File: src/rtl/rob_multi.sv
// Multi-issue reorder buffer: wide allocate, multi-port writeback, in-order wide commit with
// taken-branch squash. Optional perf counters are enabled by defining ROB_PERF_CNT_EN.
module rob_multi #(
  parameter int unsigned ROB_DEPTH = 16,
  parameter int unsigned ALLOC_W   = 2,
  parameter int unsigned COMMIT_W  = 2,
  parameter int unsigned WB_PORTS  = 2,
  parameter int unsigned SB_SIZE   = 8,
  localparam int unsigned IDX_W    = $clog2(ROB_DEPTH),
  localparam int unsigned SBI_W    = $clog2(SB_SIZE)
) (
  input  logic                        clk_i,
  input  logic                        rst_i,
  input  logic                        flush_i,
  input  logic [ALLOC_W-1:0]          alloc_valid_i,
  input  logic [ALLOC_W*32-1:0]       alloc_pc_i,
  input  logic [ALLOC_W*5-1:0]        alloc_rd_i,
  input  logic [ALLOC_W-1:0]          alloc_we_i,
  input  logic [ALLOC_W-1:0]          alloc_store_i,
  output logic                        alloc_ready_o,
  output logic [ALLOC_W*IDX_W-1:0]    alloc_idx_o,
  input  logic [WB_PORTS-1:0]         wb_valid_i,
  input  logic [WB_PORTS*IDX_W-1:0]   wb_idx_i,
  input  logic [WB_PORTS*32-1:0]      wb_result_i,
  input  logic [WB_PORTS*32-1:0]      wb_new_pc_i,
  input  logic [WB_PORTS-1:0]         wb_taken_i,
  input  logic [WB_PORTS*SBI_W-1:0]   wb_sb_idx_i,
  output logic [COMMIT_W-1:0]         commit_valid_o,
  output logic [COMMIT_W*32-1:0]      commit_pc_o,
  output logic [COMMIT_W*5-1:0]       commit_rd_o,
  output logic [COMMIT_W-1:0]         commit_we_o,
  output logic [COMMIT_W*32-1:0]      commit_result_o,
  output logic [COMMIT_W-1:0]         commit_store_o,
  output logic [COMMIT_W*SBI_W-1:0]   commit_sb_idx_o,
  output logic                        redirect_valid_o,
  output logic [31:0]                 redirect_pc_o,
  output logic [SB_SIZE-1:0]          discard_sb_o,
  output logic [IDX_W:0]              count_o,
  output logic                        empty_o,
`ifdef ROB_PERF_CNT_EN
  output logic [31:0]                 perf_commit_o,
  output logic [31:0]                 perf_full_stall_o,
`endif
  output logic                        full_o
);

  localparam int unsigned CNT_W = IDX_W + 1;

  logic [ROB_DEPTH-1:0] r_valid;
  logic [ROB_DEPTH-1:0] r_done;
  logic [ROB_DEPTH-1:0] r_we;
  logic [ROB_DEPTH-1:0] r_store;
  logic [ROB_DEPTH-1:0] r_taken;
  logic [31:0]          r_pc     [ROB_DEPTH];
  logic [4:0]           r_rd     [ROB_DEPTH];
  logic [31:0]          r_result [ROB_DEPTH];
  logic [31:0]          r_new_pc [ROB_DEPTH];
  logic [SBI_W-1:0]     r_sb_idx [ROB_DEPTH];
  logic [IDX_W-1:0]     r_head;
  logic [IDX_W-1:0]     r_tail;
  logic [CNT_W-1:0]     r_count;

  logic [COMMIT_W-1:0]  w_commit;
  logic [ROB_DEPTH-1:0] w_commit_mask;
  logic [CNT_W-1:0]     w_commit_n;
  logic [CNT_W-1:0]     w_alloc_n;
  logic                 w_alloc_ready;
  logic                 w_redirect;
  logic [31:0]          w_redirect_pc;
  logic                 w_squash;
  logic [SB_SIZE-1:0]   w_discard;
  logic [IDX_W-1:0]     w_cidx;
  logic                 w_run;

  // Credit check uses registered occupancy only
  assign w_alloc_ready = (r_count <= CNT_W'(ROB_DEPTH - ALLOC_W));

  always_comb begin
    w_alloc_n   = '0;
    alloc_idx_o = '0;
    for (int k = 0; k < ALLOC_W; k++) begin
      alloc_idx_o[k*IDX_W +: IDX_W] = r_tail + IDX_W'(k);
      if (w_alloc_ready && alloc_valid_i[k]) w_alloc_n = w_alloc_n + CNT_W'(1);
    end
  end

  // In-order commit: stops at the first incomplete entry or just after a taken branch
  always_comb begin
    w_commit        = '0;
    w_commit_mask   = '0;
    w_commit_n      = '0;
    w_redirect      = 1'b0;
    w_redirect_pc   = '0;
    w_cidx          = '0;
    w_run           = ~flush_i;
    commit_pc_o     = '0;
    commit_rd_o     = '0;
    commit_we_o     = '0;
    commit_result_o = '0;
    commit_store_o  = '0;
    commit_sb_idx_o = '0;
    for (int k = 0; k < COMMIT_W; k++) begin
      w_cidx = r_head + IDX_W'(k);
      if (w_run && r_valid[w_cidx] && r_done[w_cidx] && (CNT_W'(k) < r_count)) begin
        w_commit[k]                       = 1'b1;
        w_commit_mask[w_cidx]             = 1'b1;
        w_commit_n                        = w_commit_n + CNT_W'(1);
        commit_pc_o[k*32 +: 32]           = r_pc[w_cidx];
        commit_rd_o[k*5 +: 5]             = r_rd[w_cidx];
        commit_we_o[k]                    = r_we[w_cidx];
        commit_result_o[k*32 +: 32]       = r_result[w_cidx];
        commit_store_o[k]                 = r_store[w_cidx];
        commit_sb_idx_o[k*SBI_W +: SBI_W] = r_sb_idx[w_cidx];
        if (r_taken[w_cidx]) begin
          w_redirect    = 1'b1;
          w_redirect_pc = r_new_pc[w_cidx];
          w_run         = 1'b0;
        end
      end else begin
        w_run = 1'b0;
      end
    end
  end

  assign w_squash = flush_i | w_redirect;

  // Completed stores among the squashed survivors release their store-buffer slots
  always_comb begin
    w_discard = '0;
    for (int i = 0; i < ROB_DEPTH; i++) begin
      if (w_squash && r_valid[i] && !w_commit_mask[i] && r_store[i] && r_done[i])
        w_discard[r_sb_idx[i]] = 1'b1;
    end
  end

  always_ff @(posedge clk_i or posedge rst_i) begin
    if (rst_i) begin
      r_valid <= '0;
      r_done  <= '0;
      r_head  <= '0;
      r_tail  <= '0;
      r_count <= '0;
    end else begin
      for (int p = 0; p < WB_PORTS; p++) begin
        if (wb_valid_i[p] && r_valid[wb_idx_i[p*IDX_W +: IDX_W]])
          r_done[wb_idx_i[p*IDX_W +: IDX_W]] <= 1'b1;
      end
      if (w_squash) begin
        r_valid <= '0;
        r_done  <= '0;
        r_head  <= '0;
        r_tail  <= '0;
        r_count <= '0;
      end else begin
        for (int i = 0; i < ROB_DEPTH; i++) begin
          if (w_commit_mask[i]) begin
            r_valid[i] <= 1'b0;
            r_done[i]  <= 1'b0;
          end
        end
        for (int k = 0; k < ALLOC_W; k++) begin
          if (w_alloc_ready && alloc_valid_i[k]) begin
            r_valid[r_tail + IDX_W'(k)] <= 1'b1;
            r_done[r_tail + IDX_W'(k)]  <= 1'b0;
          end
        end
        r_head  <= r_head + IDX_W'(w_commit_n);
        r_tail  <= r_tail + IDX_W'(w_alloc_n);
        r_count <= r_count + w_alloc_n - w_commit_n;
      end
    end
  end

  // Payload storage; only ever read behind a valid/done qualifier, so no reset needed
  always_ff @(posedge clk_i) begin
    for (int p = 0; p < WB_PORTS; p++) begin
      if (wb_valid_i[p] && r_valid[wb_idx_i[p*IDX_W +: IDX_W]]) begin
        r_result[wb_idx_i[p*IDX_W +: IDX_W]] <= wb_result_i[p*32 +: 32];
        r_new_pc[wb_idx_i[p*IDX_W +: IDX_W]] <= wb_new_pc_i[p*32 +: 32];
        r_taken[wb_idx_i[p*IDX_W +: IDX_W]]  <= wb_taken_i[p];
        r_sb_idx[wb_idx_i[p*IDX_W +: IDX_W]] <= wb_sb_idx_i[p*SBI_W +: SBI_W];
      end
    end
    for (int k = 0; k < ALLOC_W; k++) begin
      if (w_alloc_ready && alloc_valid_i[k] && !w_squash) begin
        r_pc[r_tail + IDX_W'(k)]    <= alloc_pc_i[k*32 +: 32];
        r_rd[r_tail + IDX_W'(k)]    <= alloc_rd_i[k*5 +: 5];
        r_we[r_tail + IDX_W'(k)]    <= alloc_we_i[k];
        r_store[r_tail + IDX_W'(k)] <= alloc_store_i[k];
      end
    end
  end

`ifdef ROB_PERF_CNT_EN
  logic [31:0] r_perf_commit;
  logic [31:0] r_perf_stall;
  logic [32:0] w_perf_sum;

  assign w_perf_sum = {1'b0, r_perf_commit} + 33'(w_commit_n);

  // Saturating counters; flush does not clear them
  always_ff @(posedge clk_i or posedge rst_i) begin
    if (rst_i) begin
      r_perf_commit <= '0;
      r_perf_stall  <= '0;
    end else begin
      r_perf_commit <= w_perf_sum[32] ? 32'hFFFF_FFFF : w_perf_sum[31:0];
      if (alloc_valid_i[0] && !w_alloc_ready && (r_perf_stall != 32'hFFFF_FFFF))
        r_perf_stall <= r_perf_stall + 32'd1;
    end
  end

  assign perf_commit_o     = r_perf_commit;
  assign perf_full_stall_o = r_perf_stall;
`endif

  assign commit_valid_o   = w_commit;
  assign redirect_valid_o = w_redirect;
  assign redirect_pc_o    = w_redirect_pc;
  assign discard_sb_o     = w_discard;
  assign alloc_ready_o    = w_alloc_ready;
  assign count_o          = r_count;
  assign empty_o          = (r_count == '0);
  assign full_o           = (r_count == CNT_W'(ROB_DEPTH));

endmodule

File: config.mk
export PLATFORM = sky130hd
export DESIGN_NAME = rob_multi
export DESIGN_NICKNAME = d
export VERILOG_FILES = /design/src/rtl/rob_multi.sv
export SDC_FILE = /design/constraint.sdc
export NUM_CORES = 2
export LEC_CHECK = 0
export CORE_MARGIN = 1
export CORE_UTILIZATION = 55
export DETAILED_ROUTE_END_ITERATION = 16
export PLACE_DENSITY = 0.82
export SLEW_MARGIN = 25
export SYNTH_ARGS = -nofsm -noshare
export SYNTH_HDL_FRONTEND = slang
export SYNTH_SLANG_ARGS = --single-unit
File: constraint.sdc
create_clock -name clk_i -period 15.6 [get_ports clk_i]
set_input_delay 2.34 -clock clk_i [delete_from_list [all_inputs] [get_ports clk_i]]
set_output_delay 2.34 -clock clk_i [all_outputs]
set_load 0.05 [all_outputs]
# --- Word level (Yosys, flattened, before mapping) ---
# Memories as Yosys holds them, arrays and structs flattened.
# Index checks and enable logic that the tools add are counted.
op_classes:
  add_sub_neg: 8
  order_cmp: 47
  eq_ne: 1
  mux: 211
  bitwise: 26
  reduce_logical: 116
ops:
  columns: ["operator", "count"]
  rows:
  - ["2-to-1 mux 16 bit", 18]
  - ["2-to-1 mux 32 bit", 8]
  - ["2-to-1 mux 8 bit", 16]
  - ["2-to-1 mux 1 bit", 120]
  - ["OR 8 bit", 15]
  - ["logical AND 1 bit", 98]
  - ["bitwise mux 16 bit", 6]
  - ["OR 16 bit", 5]
  - ["< comparator 3 x 4 -> 1 bit (second input constant)", 16]
  - ["binary-select mux 1 bit (select 4 bit)", 12]
  - ["demux 1 bit (select 3 bit)", 16]
  - [">= comparator 3 x 1 -> 1 bit (second input constant)", 16]
  - ["bitwise AND 16 bit", 2]
  - ["inverter 16 bit", 2]
  - ["< comparator 4 x 5 -> 1 bit (second input constant)", 6]
  - ["2-to-1 mux 5 bit", 5]
  - ["demux 1 bit (select 4 bit)", 6]
  - [">= comparator 4 x 1 -> 1 bit (second input constant)", 6]
  - ["zero test 1 bit", 17]
  - ["adder 5 x 1 -> 5 bit (second input constant)", 2]
  - ["< comparator 1 x 5 -> 1 bit (first input constant)", 2]
  - ["adder 4 x 1 -> 4 bit (second input constant)", 2]
  - ["adder 4 bit", 2]
  - ["2-to-1 mux 4 bit", 2]
  - ["other kinds (8)", 9]
totals:
  register_bits: 93
  ramBits: 1664
  inputBits: 229
  out_inout_bits: 207
  word_cells: 422
  n_memories: 5
mem_list:
  columns: ["memory", "depth", "word_bits", "rd", "rd_ports_with_merged_regs", "wr", "line_no", "source"]
  rows:
  - ["r_new_pc", 16, 32, 2, 0, 2, "57", "logic [31:0] r_new_pc [ROB_DEPTH];"]
  - ["r_pc", 16, 32, 2, 0, 2, "54", "logic [31:0] r_pc [ROB_DEPTH];"]
  - ["r_result", 16, 32, 2, 0, 2, "56", "logic [31:0] r_result [ROB_DEPTH];"]
  - ["r_rd", 16, 5, 2, 0, 2, "55", "logic [4:0] r_rd [ROB_DEPTH];"]
  - ["r_sb_idx", 16, 3, 18, 0, 2, "58", "logic [SBI_W-1:0] r_sb_idx [ROB_DEPTH];"]

# --- Logic depth before layout (Yosys ltp) ---
depth:
  depth_word: 46
  ltp_mapped: 27
  mapped_depth_nobuf: 17

# --- Worst setup path before layout ---
# No wires, ideal clock.
synth_timing:
  kind: "reg-to-output"
  startpoint: "register r_head[1]"
  endpoint: "output port redirect_pc_o[10]"
  t_arrival_ns: 5.856
  t_required_ns: 13.260
  path_slack_ns: 7.404
  stages_incl_launch_ff: 18
  n_path_buf: 11
  cell_sequence: "dfrtp_1 -> buf_4 -> buf_2 -> clkbuf_1 -> buf_1 -> clkbuf_1 -> clkbuf_1 -> inv_1 -> ha_1 -> buf_4 -> buf_2 -> clkbuf_1 -> clkbuf_1 -> buf_1 -> mux4_2 -> mux4_2 -> inv_1 -> o21ai_0"
synth_via:
  elab_chain_len: 10
  elab_cells_between_ends: 26
  classes_between: "add/sub (1); mux (18); reduce/logical (6); memory (1)"
synth_lines:
  columns: ["item", "line_no", "source"]
  rows:
  - ["start: declaration", "59", "logic [IDX_W-1:0] r_head;"]
  - ["start signal: assignment", "167", "r_head <= r_head + IDX_W'(w_commit_n);"]
  - ["branches (longest 9 deep; another with adder 4 x 1 -> 4 bit)", null, null]
  - ["2-to-1 mux 32 bit *", "104", "if (w_run && r_valid[w_cidx] && r_done[w_cidx] && (CNT_W'(k) < r_count)) begin"]
  - ["end: declaration", "36", "output logic [31:0] redirect_pc_o,"]
# Mark *: on every way between the ends. The select of a mux whose other input is x is not followed.

# --- Final worst setup path ---
layout_timing:
  startpoint: "register r_head[2]"
  endpoint: "output port discard_sb_o[5]"
layout_via:
  elab_chain_len: 46
  elab_cells_between_ends: 150
  classes_between: "add/sub (1); order compare (4); mux (40); bitwise (17); reduce/logical (88)"
layout_lines:
  columns: ["item", "line_no", "source"]
  rows:
  - ["branches (longest 45 deep; another with < comparator 4 x 5 -> 1 bit)", null, null]
  - ["2-to-1 mux 8 bit *", "131", "if (w_squash && r_valid[i] && !w_commit_mask[i] && r_store[i] && r_done[i])"]
  - ["end: declaration", "37", "output logic [SB_SIZE-1:0] discard_sb_o,"]
# Marks and branches as above.

==> load_flow_metrics.sql <==
INSERT INTO impl_metrics (metric_group, metric, value, unit) VALUES
('cts', 'cts-hold-fix-buffers', '0', ''),
('global_routing', 'first_global_vias', '68000', ''),
('drt', 'post-route-drc-count', '0', ''),
('drt', 'drt_first_iter_violations', '9788', ''),
('placement', 'place_area', '0.113', 'mm²'),
('critical_path', 'critical_path.top_delay_family', 'buffers and inverters', ''),
('placement', 'io_buffers', '435', ''),
('global_routing', 'grt_remaining_overflow', '0', ''),
('cells_and_area', 'regArea', '0.0521', 'mm²'),
('critical_path', 'critical_path_arrival', '8590', 'ps'),
('logic_synthesis', 'ys_dominant_reg_cell', 'edfxtp_1', ''),
('cells_and_area', 'multi_input_comb_area', '0.0518', 'mm²'),
('cts', 'clk_latency', '890', 'ps'),
('power', 'cellLeakagePower', '38.1', 'nW'),
('logic_synthesis', 'synth_warnings', '0', ''),
('timing', 'max_freq', '0.0915', 'GHz'),
('timing', 'hold_violations', '0', ''),
('drt', 'post_drt_via_cell_ratio', '7.43', ''),
('critical_path', 'path_buf_inv', '5', ''),
('min_path', 'min_path_type', 'flip-flop to flip-flop', ''),
('floorplanning', 'die_height', '442', 'µm'),
('floorplanning', 'placeableCoreArea', '0.193', 'mm²'),
('cells_and_area', 'most_frequent_cells_in_the_layout', 'edfxtp_1 (1664), mux2_2 (1125), mux4_2 (1084)', ''),
('cts', 'clock_sinks', '1757', ''),
('global_routing', 'maximum_number_of_pins_on_one_net_before_global_route_repair', '139', ''),
('floorplanning', 'floorplan.rows', '161', ''),
('floorplanning', 'die_area', '0.196', 'mm²'),
('timing', 'max_slew.worst_pin.slew', '1210', 'ps'),
('cts', 'clock_tree.root_cell', 'clkbuf_16', ''),
('critical_path', 'cp_data_required_time', '13260', 'ps'),
('critical_path', 'worst_path_most_repeated_cell', 'buf_4', ''),
('critical_path', 'slowest_library_cell_on_the_worst_path', 'dfrtp_4', ''),
('power', 'vdd_drop_max', '0.131', 'mV'),
('cells_and_area', 'layout.nets', '6639', ''),
('timing', 'setup_repair_after_global_routing_missed_its_margin', 'no', ''),
('timing', 'fin_hold_ws', '568', 'ps'),
('critical_path', 'crit_fanout', '47', ''),
('run_status', 'status', 'finished clean', ''),
('cts', 'post_cts.repair.setup_buffers', '0', ''),
('logic_synthesis', 'yosysSeqAreaShare', '48.8', '%'),
('cells_and_area', 'syn_to_final_growth', '11.5', '%'),
('critical_path', 'crit_path_launch_type', 'flip-flop', ''),
('logic_synthesis', 'ys_seq_elements', '1757', ''),
('power', 'power-per-cell-area', '92.7', 'mW/mm²'),
('drt', 'routedWlPerCell', '37.9', 'µm'),
('job', 'total_of_max_cap_violations', '0', ''),
('timing', 'final-setup-viol-count', '0', ''),
('floorplanning', 'die_x', '442', 'µm'),
('timing', 'finalClockSkew', '67.1', 'ps'),
('cells_and_area', 'drive_gt1_share', '48.4', '%'),
('floorplanning', 'start_util', '55.4', '%'),
('critical_path', 'path_cells', 'buf_4, and3_1, nand2_1, o22ai_1, a222oi_1, clkdlybuf4s15_2, a211oi_4, buf_4, buf_4, a31oi_1, nand3_1, nor2_1, a2111oi_0, nand4_1, clkdlybuf4s50_1', ''),
('cts', 'cts_tree', 'built', ''),
('placement', 'gp_congestion', '0.974', ''),
('timing', 'timing.final.crit_period', '10930', 'ps'),
('floorplanning', 'floorplan.io_pins', '436', ''),
('drt', 'antenna_violating_nets_post_route', '0', ''),
('timing', 'report.final.slew_viol_count', '0', ''),
('drt', 'detailedRoute.firstPassIterationCount', '6', ''),
('timing', 'final.period_utilization', '70.1', '%'),
('cells_and_area', 'most_frequent_standard_cell_in_the_layout_excluding_fill_and_tap_cells', 'edfxtp_1', ''),
('global_routing', 'grt_pass1_wl', '489000', 'µm'),
('cells_and_area', 'fillerInstances', '13400', ''),
('cts', 'numCtsBuffers', '189', ''),
('logic_synthesis', 'synth_area', '0.107', 'mm²'),
('global_routing', 'grt_use_total', '34.8', '%'),
('cts', 'clkTransAtPathRegs', '60', 'ps'),
('cts', 'cts-htree-levels', '4', ''),
('logic_synthesis', 'synth_async_sr_flop_share', '2.56', '%'),
('cts', 'ctsResizeCount', '0', ''),
('logic_synthesis', 'synth.avg_cell_area', '16.8', 'µm²');
routing by layer:
metal	global-route usage (%)	vias up	wire length, µm
met5	0	-	330
met4	19.5	56	20500
met3	7.95	1077	40100
met2	56.1	5228	167000
met1	43.5	35200	117000
li1	-	26100	-
logic make-up (layout without fill, tap and decap cells):
kind of cell / count (synthesis) / count (layout) / synth area share (%)
AOI/OAI and AO/OA: 259 / 259 / 1.55
xor gates and xnor gates: 10 / 10 / 0.0821
adders and majority gates: 31 / 31 / 0.392
buffers and inverters: 791 / 992 / 3.22
DFF: 1757 / 1757 / 48.8
muxes: 2801 / 2801 / 42.6
other: 0 / 41 / 0
and+or+nand+nor: 687 / 687 / 3.41
area by class of cell:
class,instances,share of cell area (%)
multi-input cells,3788,43.5
inverters,65,0.210
diodes,41,0.0862
clock inverters,112,0.783
clock buffers,237,4.20
flip-flops and latches,1757,43.8
well taps,2526,2.66
repair buffers,578,4.78
worst reg2reg max path, delay by kind of cell (launching register included):
family | cells | cell delay, ps
and+or+nand+nor | 3 | 1500
DFF | 1 | 1040
buffers and inverters | 4 | 2250
AOI/OAI and AO/OA | 5 | 2370
Yosys cell counts, drive strengths merged (45+ instances only):
| library cell | n | share of area, % |
|---|---|---|
| mux2 | 1668 | 19 |
| inv | 65 | 0.23 |
| nand2 | 92 | 0.33 |
| nor3 | 49 | 0.23 |
| dfrtp | 45 | 1.1 |
| clkbuf | 555 | 2.0 |
| mux2i | 49 | 0.46 |
| mux4 | 1084 | 23 |
| o21ai | 69 | 0.32 |
| nor2 | 139 | 0.49 |
| a21oi | 55 | 0.26 |
| and2 | 161 | 0.94 |
| o22ai | 49 | 0.29 |
| nand3 | 89 | 0.43 |
| buf | 171 | 1.0 |
| dfxtp | 48 | 0.90 |
| edfxtp | 1664 | 47 |
stage by stage:
stage | setup slack (ps) | cells
floorplan | 7400 | 6336
global placement | 5420 | 8704
detailed placement | 5260 | 8708
CTS | 4770 | 9057
global route | 4510 | 9092
finish | 4670 | 9104
final timing paths:
| kind | cells past startpoint | end | startpoint |
|---|---|---|---|
| max in group asynchronous | 2 | r_head[0] | rst_i |
| hold / removal | 2 | r_we[9] | r_we[9] |
| hold reg to reg | 2 | r_we[9] | r_we[9] |
| min in group asynchronous | 2 | count_o[1] | rst_i |
| setup reg to reg | 12 | r_pc[0][29] | r_head[2] |
| setup / recovery | 15 | discard_sb_o[5] | r_head[2] |
registers in the layout, indices dropped and copies added (netlist names), 5 cells and up:
register  cells
r_sb_idx     48
count_o       5
r_we         16
r_new_pc    512
r_taken      16
r_rd         80
r_done       16
r_pc        512
r_store      16
r_result    512
r_valid      16
power by group:
part           switching (mW)  internal, mW  total (mW)  leakage, nW
Clock                    1.96          2.42        4.39         2.89
Combinational           0.663         0.554        1.22         19.2
Sequential              0.109          5.32        5.43         16.0
Total                    2.74          8.30        11.0         38.1
(Power assumes the default switching activity.)
